===== config.mk =====
export PLATFORM = sky130hd
export DESIGN_NAME = decimator_stage_flat
export DESIGN_NICKNAME = d
export VERILOG_FILES = /design/src/rtl/decimator_stage_pkg.sv /design/src/rtl/decimator_stage_if.sv /design/src/rtl/decimator_stage_minmax_tracker.sv /design/src/rtl/decimator_stage.sv /design/src/flat_wrapper.sv
export SDC_FILE = /design/constraint.sdc
export NUM_CORES = 1
export LEC_CHECK = 0
export CELL_PAD_IN_SITES_DETAIL_PLACEMENT = 2
export CELL_PAD_IN_SITES_GLOBAL_PLACEMENT = 2
export CORE_MARGIN = 4
export CORE_UTILIZATION = 35
export CTS_CLUSTER_SIZE = 16
export DETAILED_ROUTE_END_ITERATION = 10
export PLACE_DENSITY_LB_ADDON = 0.1
export SLEW_MARGIN = 25
export SYNTH_ARGS = -nofsm -noshare
export SYNTH_HDL_FRONTEND = slang
export SYNTH_SLANG_ARGS = --single-unit

===== constraint.sdc =====
create_clock -name clk_i -period 4.6 [get_ports clk_i]
set_input_delay 0.92 -clock clk_i [delete_from_list [all_inputs] [get_ports clk_i]]
set_output_delay 0.92 -clock clk_i [all_outputs]
set_load 0.01 [all_outputs]

===== src/rtl/decimator_stage_pkg.sv =====
// rtl/decimator_stage_pkg.sv - shared types and helpers for the decimator stage
package decimator_stage_pkg;

  localparam int LOG2_W = 5;

  typedef enum logic [1:0] {
    MODE_SAMPLE = 2'd0,
    MODE_AVG    = 2'd1,
    MODE_PEAK   = 2'd2,
    MODE_RSVD   = 2'd3
  } mode_t;

  typedef enum logic {
    ST_RUN  = 1'b0,
    ST_DONE = 1'b1
  } state_t;

  function automatic logic [LOG2_W-1:0] clamp_log2(input logic [LOG2_W-1:0] v, input int max_log2);
    return (int'(v) > max_log2) ? LOG2_W'(max_log2) : v;
  endfunction

endpackage


===== src/rtl/decimator_stage_if.sv =====
// rtl/decimator_stage_if.sv - sample input and result handshake between filter, decimator and capture buffer
interface decimator_stage_if #(
  parameter int DATA_WIDTH = 16
);
  logic                  in_valid;
  logic [DATA_WIDTH-1:0] in_data;
  logic                  out_valid;
  logic                  out_ready;
  logic [DATA_WIDTH-1:0] out_data;
  logic [DATA_WIDTH-1:0] out_min;
  logic [DATA_WIDTH-1:0] out_max;

  modport master (
    output in_valid, in_data, out_ready,
    input  out_valid, out_data, out_min, out_max
  );

  modport slave (
    input  in_valid, in_data, out_ready,
    output out_valid, out_data, out_min, out_max
  );
endinterface


===== src/rtl/decimator_stage_minmax_tracker.sv =====
// rtl/decimator_stage_minmax_tracker.sv - running signed min/max over a window
// The next-state values are exported so the window result can include the completing sample.
module minmax_tracker #(
  parameter int DATA_WIDTH = 16
) (
  input  logic                  clk_i,
  input  logic                  clr_i,
  input  logic                  init_i,
  input  logic                  update_i,
  input  logic [DATA_WIDTH-1:0] sample_i,
  output logic [DATA_WIDTH-1:0] min_o,
  output logic [DATA_WIDTH-1:0] max_o,
  output logic [DATA_WIDTH-1:0] min_d_o,
  output logic [DATA_WIDTH-1:0] max_d_o
);

  logic [DATA_WIDTH-1:0] min_q, max_q;

  always_comb begin
    min_d_o = min_q;
    max_d_o = max_q;
    if (init_i) begin
      min_d_o = sample_i;
      max_d_o = sample_i;
    end else if (update_i) begin
      if ($signed(sample_i) < $signed(min_q)) min_d_o = sample_i;
      if ($signed(sample_i) > $signed(max_q)) max_d_o = sample_i;
    end
  end

  always_ff @(posedge clk_i) begin
    if (clr_i) begin
      min_q <= '0;
      max_q <= '0;
    end else begin
      min_q <= min_d_o;
      max_q <= max_d_o;
    end
  end

  assign min_o = min_q;
  assign max_o = max_q;

endmodule


===== src/rtl/decimator_stage.sv =====
// rtl/decimator_stage.sv - 2^L decimator with sample/average/peak modes and a held result register
module decimator_stage
  import decimator_stage_pkg::*;
#(
  parameter int DATA_WIDTH = 16,
  parameter int MAX_LOG2   = 12
) (
  input  logic              clk_i,
  input  logic              rst_i,
  input  logic [1:0]        cfg_mode_i,
  input  logic [LOG2_W-1:0] cfg_log2_i,
  input  logic              cfg_load_i,
  decimator_stage_if.slave  bus,
  output logic              overrun_o,
  output state_t            state_o
);

  localparam int ACC_W = DATA_WIDTH + MAX_LOG2;

  mode_t                    mode_q;
  logic [LOG2_W-1:0]        log2_q;
  logic [MAX_LOG2-1:0]      cnt_q, cnt_d, last_idx;
  logic [MAX_LOG2:0]        win_len;
  logic signed [ACC_W-1:0]  acc_q, acc_d, sample_ext;
  logic [DATA_WIDTH-1:0]    first_q, first_d, avg_d, result_d;
  logic [DATA_WIDTH-1:0]    min_d, max_d, min_cur, max_cur;
  logic [DATA_WIDTH-1:0]    out_data_q, out_min_q, out_max_q;
  logic                     out_valid_q, overrun_q;
  state_t                   state_q;
  logic                     accept, first_sample, complete, load_out;

  // cfg_load wins over a coincident sample, so that sample never enters a window
  assign accept       = bus.in_valid && !cfg_load_i;
  assign first_sample = (cnt_q == '0);
  assign win_len      = (MAX_LOG2 + 1)'(1) << log2_q;
  assign last_idx     = MAX_LOG2'(win_len - (MAX_LOG2 + 1)'(1));
  assign complete     = accept && (cnt_q == last_idx);
  assign load_out     = complete && (!out_valid_q || bus.out_ready);

  assign sample_ext = {{MAX_LOG2{bus.in_data[DATA_WIDTH-1]}}, bus.in_data};
  assign acc_d      = first_sample ? sample_ext : acc_q + sample_ext;
  assign first_d    = first_sample ? bus.in_data : first_q;
  assign avg_d      = DATA_WIDTH'(acc_d >>> log2_q);
  assign cnt_d      = complete ? '0 : cnt_q + MAX_LOG2'(1);

  always_comb begin
    case (mode_q)
      MODE_AVG:  result_d = avg_d;
      MODE_PEAK: result_d = max_d;
      default:   result_d = first_d;
    endcase
  end

  minmax_tracker #(.DATA_WIDTH(DATA_WIDTH)) u_minmax (
    .clk_i   (clk_i),
    .clr_i   (rst_i || cfg_load_i),
    .init_i  (accept && first_sample),
    .update_i(accept && !first_sample),
    .sample_i(bus.in_data),
    .min_o   (min_cur),
    .max_o   (max_cur),
    .min_d_o (min_d),
    .max_d_o (max_d)
  );

  always_ff @(posedge clk_i) begin
    if (rst_i) begin
      mode_q      <= MODE_SAMPLE;
      log2_q      <= '0;
      cnt_q       <= '0;
      acc_q       <= '0;
      first_q     <= '0;
      out_valid_q <= 1'b0;
      out_data_q  <= '0;
      out_min_q   <= '0;
      out_max_q   <= '0;
      overrun_q   <= 1'b0;
      state_q     <= ST_RUN;
    end else if (cfg_load_i) begin
      mode_q      <= mode_t'(cfg_mode_i);
      log2_q      <= clamp_log2(cfg_log2_i, MAX_LOG2);
      cnt_q       <= '0;
      acc_q       <= '0;
      out_valid_q <= 1'b0;
      overrun_q   <= 1'b0;
      state_q     <= ST_RUN;
    end else begin
      if (accept) begin
        cnt_q   <= cnt_d;
        acc_q   <= acc_d;
        first_q <= first_d;
      end
      if (load_out) begin
        out_valid_q <= 1'b1;
        out_data_q  <= result_d;
        out_min_q   <= min_d;
        out_max_q   <= max_d;
      end else if (out_valid_q && bus.out_ready) begin
        out_valid_q <= 1'b0;
      end
      if (complete && !load_out) overrun_q <= 1'b1;
      state_q <= complete ? ST_DONE : ST_RUN;
    end
  end

  assign bus.out_valid = out_valid_q;
  assign bus.out_data  = out_data_q;
  assign bus.out_min   = out_min_q;
  assign bus.out_max   = out_max_q;
  assign overrun_o     = overrun_q;
  assign state_o       = state_q;

  logic unused_ok;
  assign unused_ok = ^{min_cur, max_cur};

endmodule


===== src/flat_wrapper.sv =====
// flat-port wrapper written by rule: the top's interface ports become plain ports
module decimator_stage_flat import decimator_stage_pkg::*;
#(
  parameter int DATA_WIDTH = 16,
  parameter int MAX_LOG2   = 12
)
  (clk_i, rst_i, cfg_mode_i, cfg_log2_i, cfg_load_i, overrun_o, state_o, bus_in_valid, bus_in_data, bus_out_ready, bus_out_valid, bus_out_data, bus_out_min, bus_out_max);
  decimator_stage_if #(.DATA_WIDTH(DATA_WIDTH)) bus_i ();
  input  logic clk_i;
  input  logic rst_i;
  input  logic [1:0] cfg_mode_i;
  input  logic [LOG2_W-1:0] cfg_log2_i;
  input  logic cfg_load_i;
  output logic overrun_o;
  output state_t state_o;
  input wire logic [$bits(bus_i.in_valid)-1:0] bus_in_valid;
  input wire logic [$bits(bus_i.in_data)-1:0] bus_in_data;
  input wire logic [$bits(bus_i.out_ready)-1:0] bus_out_ready;
  output wire logic [$bits(bus_i.out_valid)-1:0] bus_out_valid;
  output wire logic [$bits(bus_i.out_data)-1:0] bus_out_data;
  output wire logic [$bits(bus_i.out_min)-1:0] bus_out_min;
  output wire logic [$bits(bus_i.out_max)-1:0] bus_out_max;
  assign bus_i.in_valid = bus_in_valid;
  assign bus_i.in_data = bus_in_data;
  assign bus_i.out_ready = bus_out_ready;
  assign bus_out_valid = bus_i.out_valid;
  assign bus_out_data = bus_i.out_data;
  assign bus_out_min = bus_i.out_min;
  assign bus_out_max = bus_i.out_max;
  decimator_stage #(.DATA_WIDTH(DATA_WIDTH), .MAX_LOG2(MAX_LOG2)) u_core (.clk_i(clk_i), .rst_i(rst_i), .cfg_mode_i(cfg_mode_i), .cfg_log2_i(cfg_log2_i), .cfg_load_i(cfg_load_i), .bus(bus_i), .overrun_o(overrun_o), .state_o(state_o));
endmodule

### Word level (Yosys, flattened, before mapping)

Cells that the tools add are included.

* shifts and indexed selects: 2
* mux-type cells: 14
* equal/unequal tests: 3
* reduce and logical (&&, ||, !) cells: 18
* $add $sub $neg: 3
* bitwise gates (word level): 1
* order comparisons: 3

Operators with widths (number)
* 16-bit two-way mux: 7
* 16-bit case mux with 2 select lines: 1
* 28-bit by 16-bit adder with 28-bit output: 1
* 28-bit two-way mux: 1
* 28-bit by 5-bit >>> shifter with 16-bit output: 1
* 16-bit greater-than comparator: 1
* 16-bit less-than comparator: 1
* 12-bit by 1-bit adder with 12-bit output (second input constant): 1
* 12-bit == test: 1
* 12-bit zero test: 1
* 12-bit two-way mux: 1
* 1-bit by 5-bit << shifter with 12-bit output (first input constant): 1
* 12-bit by 1-bit subtractor with 12-bit output (second input constant): 1
* 1-bit logical AND: 7
* 5-bit by 4-bit greater-than comparator with 1-bit output (second input constant): 1
* 5-bit two-way mux: 1
* 1-bit zero test: 4
* 2-bit AND reduction: 2
* 1-bit two-way mux: 3
* 2-bit by 1-bit == test with 1-bit output (second input constant): 1
* 2-bit == test (second input constant): 1
* 1-bit logical OR: 2
* 2-bit nonzero test: 1
* 2-bit OR reduction: 1
* 1-bit NOT: 1

* output and inout port bits: 51
* flip-flop bits (word level): 146
* word-level logic and storage cells: 57
* input bits: 28

### Logic depth before layout (Yosys ltp)

Gate-level depths: netlist of run 1.

* word-level depth: 7
* mapped depth: 18
* depth with buffers taken out: 14

### Hierarchy

Synthesis of run 1 repeated with hierarchy kept, for this count alone.

* cell total of the unflattened synthesis: 1574
* area, all modules: 11918.9 µm²

By module, submodules not included
* decimator_stage: times used 1, sequential area each 2282.2 µm², cells an instance 1318, area each 9475.3 µm²
* minmax_tracker: times used 1, sequential area each 640.6 µm², cells an instance 256, area each 2443.6 µm²

### Worst setup path before layout of run 1

Ideal clock, no wire load.

* path kind: input -> register
* start point: input bus_in_data[0]
* end point: register u_core.out_data_q[2] (netlist: u_core.bus.out_data[2])
* stages on the path: 13
* slack: 481 ps
* library setup time: 80 ps
* buffers on the path: 0
* required time: 4520 ps
* arrival time: 4039 ps
* cells stage by stage: ha_1 inv_1 fa_1 nand2b_1 a211oi_2 o21a_1 nand2_1 o311ai_2 mux2i_1 mux2_2 a221o_1 or4_4 a211oi_2

* longest elaborated chain between the ends: 5
* elaborated cells on any way between the ends: 8
* those cells by class: add/sub: 1; order compare: 1; shift: 1; mux: 5

Ends and longest elaborated chain
* start, declared: line flat_wrapper.sv:17 `input wire logic [$bits(bus_i.in_data)-1:0] bus_in_data;`
* parallel branches: the longest is 4 deep, another holds 28-bit by 16-bit adder with 28-bit output
* 16-bit case mux with 2 select lines (*): line decimator_stage.sv:47 `case (mode_q)`
* end signal, assigned: line decimator_stage.sv:95 `out_data_q <= result_d;`
* end, declared: line decimator_stage.sv:27 `logic [DATA_WIDTH-1:0] out_data_q, out_min_q, out_max_q;`

Every way passes the cells marked *.
A chain may end at the register's enable or synchronous reset.

### Final worst setup path of run 1

Ends and elaborated chain as after synthesis.

==> results.yml, run 1 <==
sta:
  hold_violations: 0
  tightest_slew_ns: 1.02
  slew_violations: 0
  setup_viol: 0
  period_minus_slack_ns: 4.50
  fin_setup_tns_ns: 0
  slew_headroom_pct: 32.0
  skew_ns: 0.0148
  fmax_ghz: 0.222
  finalCritPeriodShare_pct: 97.8
  fin_hold_ws_ns: 0.454
synth:
  synth-async-reset-ratio_pct: 0
  synth_cell_types: 88
  synth.net_count: 1535
  ys_ff_latch: 146
  synth_top_family_by_area: "compound AO/OA/AOI/OAI gates"
  synth_compound_area_share_pct: 29.3
  synth-seq-area-share_pct: 26.9
  yosys.area_share.adder_pct: 7.43
  syn_inst: 1443
  syn_area_per_cell_um2: 7.53
  synth_area_mm2: 0.0109
  synth_edf_count: 0
  yosys.area_share.simple_pct: 22.9
  yosys-mux-area-fraction_pct: 5.65
  yosysWarnings: 0
  synthXorXnorAreaFrac_pct: 2.18
  synth_ff_type: "dfxtp_1"
drt:
  ant_nets: 0
  drc: 0
  vias: 12701
  drtIter0Drc: 947
  post_drt_wl_per_cell_um: 27.0
  viasPerCell: 6.07
  drt-total-wl_um: 56500
  dr.pass1.iters: 5
critical_path:
  timing.rr.start: "u_core.log2_q[1]"
  end_kind: "flip-flop"
  cp.arrival_ns: 4.89
  critPathLaunchType: "input port"
  cp_max_fo: 4
  path_class: "in -> reg"
  cp.required_ns: 4.99
  ff2ff_setup_slack_ns: 0.15
  crit_start: "bus_in_data[0]"
  endpoint: "u_core.bus.out_data[2]"
  r2r_cells: 13
  r2r-end: "u_core.bus.out_data[1]"
run_status:
  status: "finished clean"
run:
  maxCapViolCount: 0
die:
  io_pins: 79
  row_count: 64
  die_h_um: 184
  initial_utilization_pct: 35.5
  die_w_um: 184
  coreArea_mm2: 0.0306
  dieArea_mm2: 0.0339
layout:
  syn2layout_area_growth_pct: 30.9
  finalNonFillerCells: 2092
  fill_cells: 3519
  ff_latch_area_mm2: 0.00292
  multi_input_area_mm2: 0.00742
  antenna_cells: 0
  nets: 1775
  drive_above_1_share_pct: 19.6
grt:
  grt-ovfl-total: 0
  antenna_found_initial: 0
  grt_util_all_layers_pct: 32.9
  grt_pass1_vias: 13932
  grt_max_degree: 55
  grt_pass1_wl_um: 85500
placed_design:
  dp_cells: 2058
  io_buffers: 78
  dp_hpwl_um: 42400
  place.gp.congestion: 0.948
clock_network:
  clk_latency_ns: 0.47
  clk_pin_slew_ns: 0.07
  root_buffer: "clkbuf_16"
  htree_levels: 4
  cts_tree: "done"
  cts_buffers: 17
  numClockSinks: 146
  clk_path_buf_depth: 2
power:
  total_power_mw: 3.95
  leakagePower_nw: 5.64
  peakVddDrop_mv: 0.239
  powerDensity_mw_per_mm2: 278
min_path:
  hp-class: "reg -> reg"
## worst min-delay path by stage
stage	slack, ns	to	cells past startpoint	start
global route	0.48	u_core.first_q[3]	2	u_core.first_q[3]
CTS	0.46	u_core.bus.out_max[0]	2	u_core.bus.out_max[0]
finish	0.45	u_core.bus.out_max[0]	2	u_core.bus.out_max[0]
global placement	0.44	u_core.first_q[9]	2	u_core.first_q[9]
floorplan	0.43	u_core.first_q[12]	2	u_core.first_q[12]
detailed placement	0.45	u_core.bus.out_max[0]	2	u_core.bus.out_max[0]
## routing by layer
metal  wire [um]  up-vias  track usage [%]
met1       24500     6450             42.0
met4        1890        0             12.5
met2       26800      362             54.3
met3        3290      104             7.16
met5           0        -                0
li1            -     5785                -
## area by class of cell
class,instances,share of cell area [%]
Clock buffer,21,3.23
Clock inverter,11,1.05
Inverter,59,1.56
Multi-Input combinational cell,1145,52.1
Sequential cell,146,20.5
Tap cell,396,3.48
Timing Repair Buffer,314,18.0
## cell usage in the layout (no fill, tap or decap), types with 9 or more instances in the layout
master	synthesis	layout
mux2_2	13	13
o31ai_1	16	13
a211o_1	10	10
a21oi_1	108	107
dfxtp_1	146	146
a21o_1	15	15
inv_1	59	59
nand4_1	18	18
buf_4	2	234
nor2_1	170	169
clkbuf_16	0	17
and3_1	13	13
ha_1	63	63
xor2_1	14	14
mux2i_1	40	40
a211oi_1	55	53
o211ai_1	21	21
a31oi_1	18	16
o221ai_1	11	10
xnor2_1	13	13
nand2_1	190	190
o21a_1	12	12
nand2b_1	11	11
o21ai_0	60	58
nor2b_1	9	9
and2_1	20	20
o22ai_1	16	16
nand3_1	36	36
clkdlybuf4s50_1	0	75
nor4_1	10	10
nor3_1	24	24
a221oi_1	13	12
## synthesized netlist by cell type, drive strengths merged, types with 9 or more instances
library cell | number | area share, %
buf | 33 | 1.5
and2 | 21 | 1.2
a21o | 15 | 1.0
nand4 | 18 | 1.0
xnor2 | 13 | 1.0
a21boi | 10 | 0.69
o31ai | 16 | 1.1
mux2i | 40 | 3.7
o211ai | 21 | 1.5
nand3 | 36 | 1.7
o21ai | 64 | 2.9
xor2 | 14 | 1.1
nand2b | 11 | 0.63
a211o | 10 | 0.81
a31oi | 18 | 1.0
clkbuf | 60 | 2.1
o221ai | 11 | 0.89
mux2 | 13 | 1.3
ha | 63 | 7.3
inv | 59 | 2.0
and3 | 13 | 0.75
nor2b | 9 | 0.52
dfxtp | 146 | 27
a221oi | 13 | 1.0
nor3 | 27 | 1.4
nand2 | 190 | 6.6
a21oi | 110 | 5.1
nor4 | 11 | 0.69
nor2 | 171 | 5.9
a211oi | 59 | 4.3
o21a | 12 | 0.83
o22ai | 16 | 0.92
## timing repair
item | CTS | global route
endpoints found under the hold margin | 0 | 0
resized for setup | 3 | 18
setup buffers | 0 | 2
pin swaps | 0 | 4
hold buffers | 0 | 0
setup endpoints to repair | 5 | 11
## logic make-up after synthesis
kind of cell             count (synthesis)
XOR/XNOR                                27
AO/OA/AOI/OAI                          457
buffers and inverters                  152
AND/OR/NAND/NOR                        541
multiplexers                            56
flip-flops                             146
adder cells (fa/ha/maj)                 64
## critical path: stages
cell and delay (ns):
clkdlybuf4s50_1 0.49, ha_1 0.19, inv_1 0.06, fa_1 0.38, nand2b_1 0.22, a211oi_4 0.38
buf_4 0.18, o211a_1 0.18, nor3_1 0.08, o31ai_2 0.28, mux2i_1 0.15, mux2_2 0.30
a221o_1 0.36, or4_4 0.51, a211oi_2 0.21
## through the flow
stage,setup WS (ns),utilization (%),area [um^2]
after floorplan,0.481,-,10900
after global placement,-0.413,44.3,13500
after detailed placement,-0.559,44.3,13500
after CTS,0.0470,46.3,14200
after global routing,-0.0398,46.5,14200
final,0.0990,46.5,14200
## registers in the layout, indices dropped and copies added (netlist names), 5 cells and up
register,flops
u_core.bus.out_min,16
u_core.log2_q,5
u_core.first_q,16
u_core.u_minmax.min_o,16
u_core.bus.out_data,16
u_core.cnt_q,12
u_core.bus.out_max,16
u_core.u_minmax.max_o,16
u_core.acc_q,28
## report_power, final
| group | switching (mW) | internal, mW | total, mW | leakage [nW] |
|---|---|---|---|---|
| logic | 0.665 | 0.429 | 1.09 | 4.16 |
| clock network | 0.656 | 0.886 | 1.54 | 0.294 |
| registers | 0.0223 | 1.29 | 1.32 | 1.18 |
| total | 1.34 | 2.61 | 3.95 | 5.64 |
(Power assumes the default switching activity.)
==> inputs of run 2 (changes only) <==
--- a/config.mk
+++ b/config.mk
@@ -11,7 +11,7 @@
 export CORE_UTILIZATION = 35
 export CTS_CLUSTER_SIZE = 16
 export DETAILED_ROUTE_END_ITERATION = 10
-export PLACE_DENSITY_LB_ADDON = 0.1
+export PLACE_DENSITY = 0.87
 export SLEW_MARGIN = 25
 export SYNTH_ARGS = -nofsm -noshare
 export SYNTH_HDL_FRONTEND = slang
==> results.yml, run 2 (synthesis results as in run 1) <==
run_status:
  status: "complete, but fails checks"
  violations: "negative setup slack"
layout:
  drive_above_1_share_pct: 21.0
  finalNonFillerCells: 2114
  syn2layout_area_growth_pct: 32.5
  largest-register: "u_core.acc_q"
  nets: 1794
  finalCoreUtilization_pct: 47.1
  layout_common_cells: "buf_4 (253), nand2_1 (190), nor2_1 (170)"
  largest_reg_flops: 28
  final_common_cell: "buf_4"
grt:
  grt_pass1_wl_um: 99400
  grt_util_all_layers_pct: 38.5
  grt_pass1_vias: 15428
  antenna_found_initial: 6
  grt-ovfl-total: 0
  grt_max_degree: 45
critical_path:
  ff2ff_setup_slack_ns: 0.15
  r2r_cells: 14
  cp_max_fo: 3
  critPathLaunchType: "input port"
  cp.required_ns: 4.99
  r2r-end: "u_core.bus.out_min[11]"
  path_class: "in -> reg"
  end_kind: "flip-flop"
  cp.arrival_ns: 5.28
  timing.rr.start: "u_core.log2_q[0]"
drt:
  vias: 14815
  drc: 0
  drtIter0Drc: 1660
  dr.pass1.iters: 8
  viasPerCell: 7.01
  post_drt_wl_per_cell_um: 34.8
  drt-total-wl_um: 73600
  ant_nets: 0
clock_network:
  clk_latency_ns: 0.48
  cts_buffers: 17
  cts_tree: "done"
  clk_pin_slew_ns: 0.08
  root_buffer: "clkbuf_16"
  htree_levels: 4
  numClockSinks: 146
  clk_path_buf_depth: 2
sta:
  tightest_slew_ns: 1.10
  fin_hold_ws_ns: 0.460
  finalCritPeriodShare_pct: 106
  finalWorstSetupSlack_ns: -0.286
  period_minus_slack_ns: 4.89
  hold_violations: 0
  fmax_ghz: 0.205
  setup_viol: 13
  slew_headroom_pct: 26.3
  skew_ns: 0.0216
  slew_violations: 0
power:
  powerDensity_mw_per_mm2: 283
  leakagePower_nw: 5.71
  total_power_mw: 4.08
  peakVddDrop_mv: 0.288
die:
  io_pins: 79
  row_count: 64
  initial_utilization_pct: 35.5
  coreArea_mm2: 0.0306
  die_h_um: 184
  die_w_um: 184
  dieArea_mm2: 0.0339
placed_design:
  dp_hpwl_um: 46900
  io_buffers: 78
  dp_cells: 2071
  place.gp.congestion: 1.02
run:
  maxCapViolCount: 0
min_path:
  min_to: "u_core.bus.out_max[9]"
  min-delay-start: "u_core.bus.out_max[9]"
  min_path_cells: 2
  hp-class: "reg -> reg"
[run 2: cell types whose count changed in the layout (fill, tap and decap cells not counted), moves of 3 or more]
cell / before / now
o21ai_0: 58 / 55
o21ai_1: 6 / 9
diode_2: 0 / 3
ha_1: 63 / 60
a21oi_2: 3 / 7
buf_4: 234 / 253
a21oi_1: 107 / 102
[run 2: worst max-delay path by stage]
stage          slack (ns)                endpoint  depth (start not counted)            start
3_5_place_dp        -0.51  u_core.bus.out_data[0]                         13   bus_in_data[0]
2_1_floorplan        0.48  u_core.bus.out_data[2]                         13   bus_in_data[0]
3_3_place_gp        -0.30  u_core.bus.out_data[2]                         16   bus_in_data[0]
5_1_grt             -0.36  u_core.bus.out_data[2]                         14   bus_in_data[5]
6_report            -0.29  u_core.bus.out_data[2]                         13  bus_in_data[10]
4_1_cts              0.01  u_core.bus.out_data[2]                         12   bus_in_data[6]
[run 2: metrics by stage]
step | TNS (ns) | instance area, um^2 | worst slack [ns]
3_5_place_dp | -4.74 | 13600 | -0.506
2_1_floorplan | 0 | 10900 | 0.481
5_1_grt | -2.81 | 14400 | -0.355
6_report | -1.77 | 14400 | -0.286
4_1_cts | 0 | 14200 | 0.0121
3_3_place_gp | -2.62 | 13600 | -0.300
[run 2: routing by layer]
metal,wire (um),vias up,GRT usage (%),part of all wire (%)
met3,6850,510,8.35,9.3
met2,33500,1182,64.4,46
met5,34,-,0,0.046
met1,26600,7282,44.9,36
li1,-,5835,-,-
met4,6600,6,23.6,9.0
[run 2: layout make-up]
class	count	area, um^2
flip-flops and latches	146	2920
repair buffers	333	2700
clock buffers	21	470
clock inverters	11	101
fillers	3400	16200
diodes	3	7.51
well taps	396	495
inverters	59	221
multi-input cells	1145	7490
[run 2: what timing repair did]
action	CTS	global route
buffers inserted	0	8
pin swaps	2	6
resized for setup	9	25
hold buffers	0	0
setup endpoints to repair	7	14
[run 2: worst max-delay path, cell delays in order]
cell	delay, ns
clkdlybuf4s50_1	0.54
ha_1	0.41
a21oi_1	0.13
buf_4	0.16
o21ai_0	0.63
a21oi_1	0.17
and3b_1	0.25
o31a_1	0.33
mux2_2	0.33
mux2_2	0.29
a221o_1	0.37
or4_4	0.48
a211oi_2	0.25
[run 2: where the power goes]
group | switching (mW) | internal [mW]
Combinational | 0.803 | 0.447
Sequential | 0.0277 | 1.29
Clock | 0.715 | 0.790
Total | 1.55 | 2.53
==> inputs of run 3 (changes only) <==
--- a/config.mk
+++ b/config.mk
@@ -5,10 +5,11 @@
 export SDC_FILE = /design/constraint.sdc
 export NUM_CORES = 1
 export LEC_CHECK = 0
+export ABC_AREA = 1
 export CELL_PAD_IN_SITES_DETAIL_PLACEMENT = 2
 export CELL_PAD_IN_SITES_GLOBAL_PLACEMENT = 2
 export CORE_MARGIN = 4
-export CORE_UTILIZATION = 35
+export CORE_UTILIZATION = 32
 export CTS_CLUSTER_SIZE = 16
 export DETAILED_ROUTE_END_ITERATION = 10
 export PLACE_DENSITY = 0.87
==> results.yml, run 3 <==
synth:
  synthXorXnorAreaFrac_pct: 1.52
  synth_commonest_cells: "nand2_1 (448), nand3_1 (291), inv_1 (251)"
  yosys.area_share.simple_pct: 37.5
  synth_ff_type: "dfxtp_1"
  syn_inst: 1775
  yosysWarnings: 0
  synth_area_mm2: 0.0109
  synth_area_leader_cell: "dfxtp_1"
  synth_top_family_by_area: "simple AND/OR/NAND/NOR gates"
  synth-async-reset-ratio_pct: 0
  synth-seq-area-share_pct: 26.9
  synth_cell_types: 46
  synth_area_leaders: "dfxtp_1 (27%), nand2_1 (15%), nand3_1 (13%)"
  ys_ff_latch: 146
  synth_compound_area_share_pct: 14.2
  yosys.area_share.adder_pct: 7.45
  synth.net_count: 1867
  yosys-mux-area-fraction_pct: 0
  syn_area_per_cell_um2: 6.11
  synth_edf_count: 0
  synth_top_area_share_pct: 26.9
  synth_most_common_cell: "nand2_1"
placed_design:
  dp_cells: 2279
  placed_cell_area_mm2: 0.0123
  place.gp.congestion: 0.926
  io_buffers: 78
  dp_hpwl_um: 39800
sta:
  finalCritPeriodShare_pct: 96.4
  fin_setup_tns_ns: 0
  setup_viol: 0
  hold_violations: 0
  rsz0062_at_grt: "no"
  period_minus_slack_ns: 4.43
  slew_headroom_pct: 40.3
  skew_ns: 0.0152
  fmax_ghz: 0.226
  tightest_slew_ns: 0.895
  slew_violations: 0
  fin_hold_ws_ns: 0.467
clock_network:
  numClockSinks: 146
  clk_path_buf_depth: 2
  postCtsSetupBuffers: 0
  cts-resized-gates: 0
  ctsHoldBuffers: 0
  htree_levels: 4
  clk_pin_slew_ns: 0.06
  cts_buffers: 17
  clk_latency_ns: 0.46
  root_buffer: "clkbuf_16"
  cts_tree: "done"
drt:
  viasPerCell: 5.54
  post_drt_wl_per_cell_um: 23.5
  drt-total-wl_um: 54300
  vias: 12799
  dr.pass1.iters: 6
  drtIter0Drc: 859
  drc: 0
  ant_nets: 0
layout:
  final_common_cell: "nand2_1"
  largest-register: "u_core.acc_q"
  drive_above_1_share_pct: 6.45
  largest_reg_flops: 28
  stdcell_area_mm2: 0.0129
  antenna_cells: 0
  layout_common_cells: "nand2_1 (448), nand3_1 (291), inv_1 (250)"
  syn2layout_area_growth_pct: 18.9
  finalCoreUtilization_pct: 38.5
  finalNonFillerCells: 2309
  fill_cells: 4172
  nets: 1942
grt:
  grt_util_all_layers_pct: 29.5
  grt_max_degree: 49
  grt_pass1_vias: 14295
  grt_pass1_wl_um: 83600
  grt-ovfl-total: 0
  antenna_found_initial: 0
die:
  die_w_um: 192
  coreArea_mm2: 0.0335
  row_count: 67
  die_h_um: 192
  io_pins: 79
  dieArea_mm2: 0.0369
  initial_utilization_pct: 32.4
critical_path:
  cp_common_cell: "nand2_1"
  end_kind: "flip-flop"
  cp_max_fo: 16
  critPathTopFamily: "simple AND/OR/NAND/NOR gates"
  critPathLaunchType: "input port"
  path_cells: "clkdlybuf4s50_1, buf_4, ha_1, nand4_1, nor3_1, inv_1, o221ai_1, nand2_1, o211ai_1, nand2_1, nand2_1, nand3_1, nand2_1, inv_1, nand2_1, nand2_1, a21oi_1"
  crit_slowest_cell: "clkdlybuf4s50_1"
  cp.arrival_ns: 4.81
  cp.required_ns: 4.98
  cp_num_buf_inv: 4
  max_stage_delay_ns: 0.59
  path_class: "in -> reg"
power:
  p_int_mw: 2.41
  leakagePower_nw: 6.10
  peakVddDrop_mv: 0.293
  power_frac_comb_pct: 23.8
  powerDensity_mw_per_mm2: 286
  switchingPower_mw: 1.28
  clkPwrFrac_pct: 40.5
  seqPwrFrac_pct: 35.8
  p_sw_share_pct: 34.6
run_status:
  status: "finished clean"
run:
  maxCapViolCount: 0
min_path:
  hp-class: "reg -> reg"
[run 3: cell families (layout without fill, tap and decap cells)]
family	count (synthesis)	after routing
fa+ha+maj	64	64
simple gates	935	935
xor+xnor	18	18
buf+inv	345	431
compound gates	267	267
flops	146	146
[run 3: path summary, 6_finish.rpt]
kind / to / slack, ns / startpoint / cells after the start
max: u_core.bus.out_data[1] / 0.17 / bus_in_data[12] / 17
min: u_core.overrun_o / 0.47 / u_core.overrun_o / 2
max reg2reg: u_core.bus.out_min[0] / 0.51 / u_core.log2_q[3] / 17
min reg2reg: u_core.overrun_o / 0.47 / u_core.overrun_o / 2
[run 3: cell type report]
class	count	area [um^2]	area share, %
clock buffer	18	429	3.33
clock inverter	12	159	1.23
inverter	269	1010	7.83
multi-input combinational	1284	6600	51.1
sequential	146	2920	22.7
tap	448	561	4.34
timing repair buffer	132	1220	9.49
[run 3: layer usage]
layer / up-vias / GRT usage (%) / part of all wire (%)
li1: 5946 / - / -
met2: 364 / 52.4 / 49
met4: 0 / 14.3 / 5.2
met5: - / 0 / 0
met3: 160 / 5.22 / 4.9
met1: 6329 / 34.1 / 41
[run 3: metrics by stage]
| stage | setup slack, ns | total power [mW] |
|---|---|---|
| floorplan | 1.58 | 1.87 |
| global placement | 0.179 | 2.14 |
| detailed placement | 0.0400 | 2.19 |
| CTS | 0.343 | 3.70 |
| global route | 0.0947 | 3.85 |
| finish | 0.167 | 3.69 |
[run 3: power by group through the flow]
stage / sequential [mW] / combinational (mW) / clock, mW
detailed placement: 1.35 / 0.842 / 0
finish: 1.32 / 0.879 / 1.49
CTS: 1.32 / 0.868 / 1.51
floorplan: 1.34 / 0.529 / 0
global route: 1.32 / 0.964 / 1.56
global placement: 1.34 / 0.799 / 0
[run 3: worst min-delay path: cells and delay by family, from the launching register on]
kind | cells | cell delay (ns)
DFF | 1 | 0.33
AOI/OAI and AO/OA | 1 | 0.05
and+or+nand+nor | 1 | 0.05
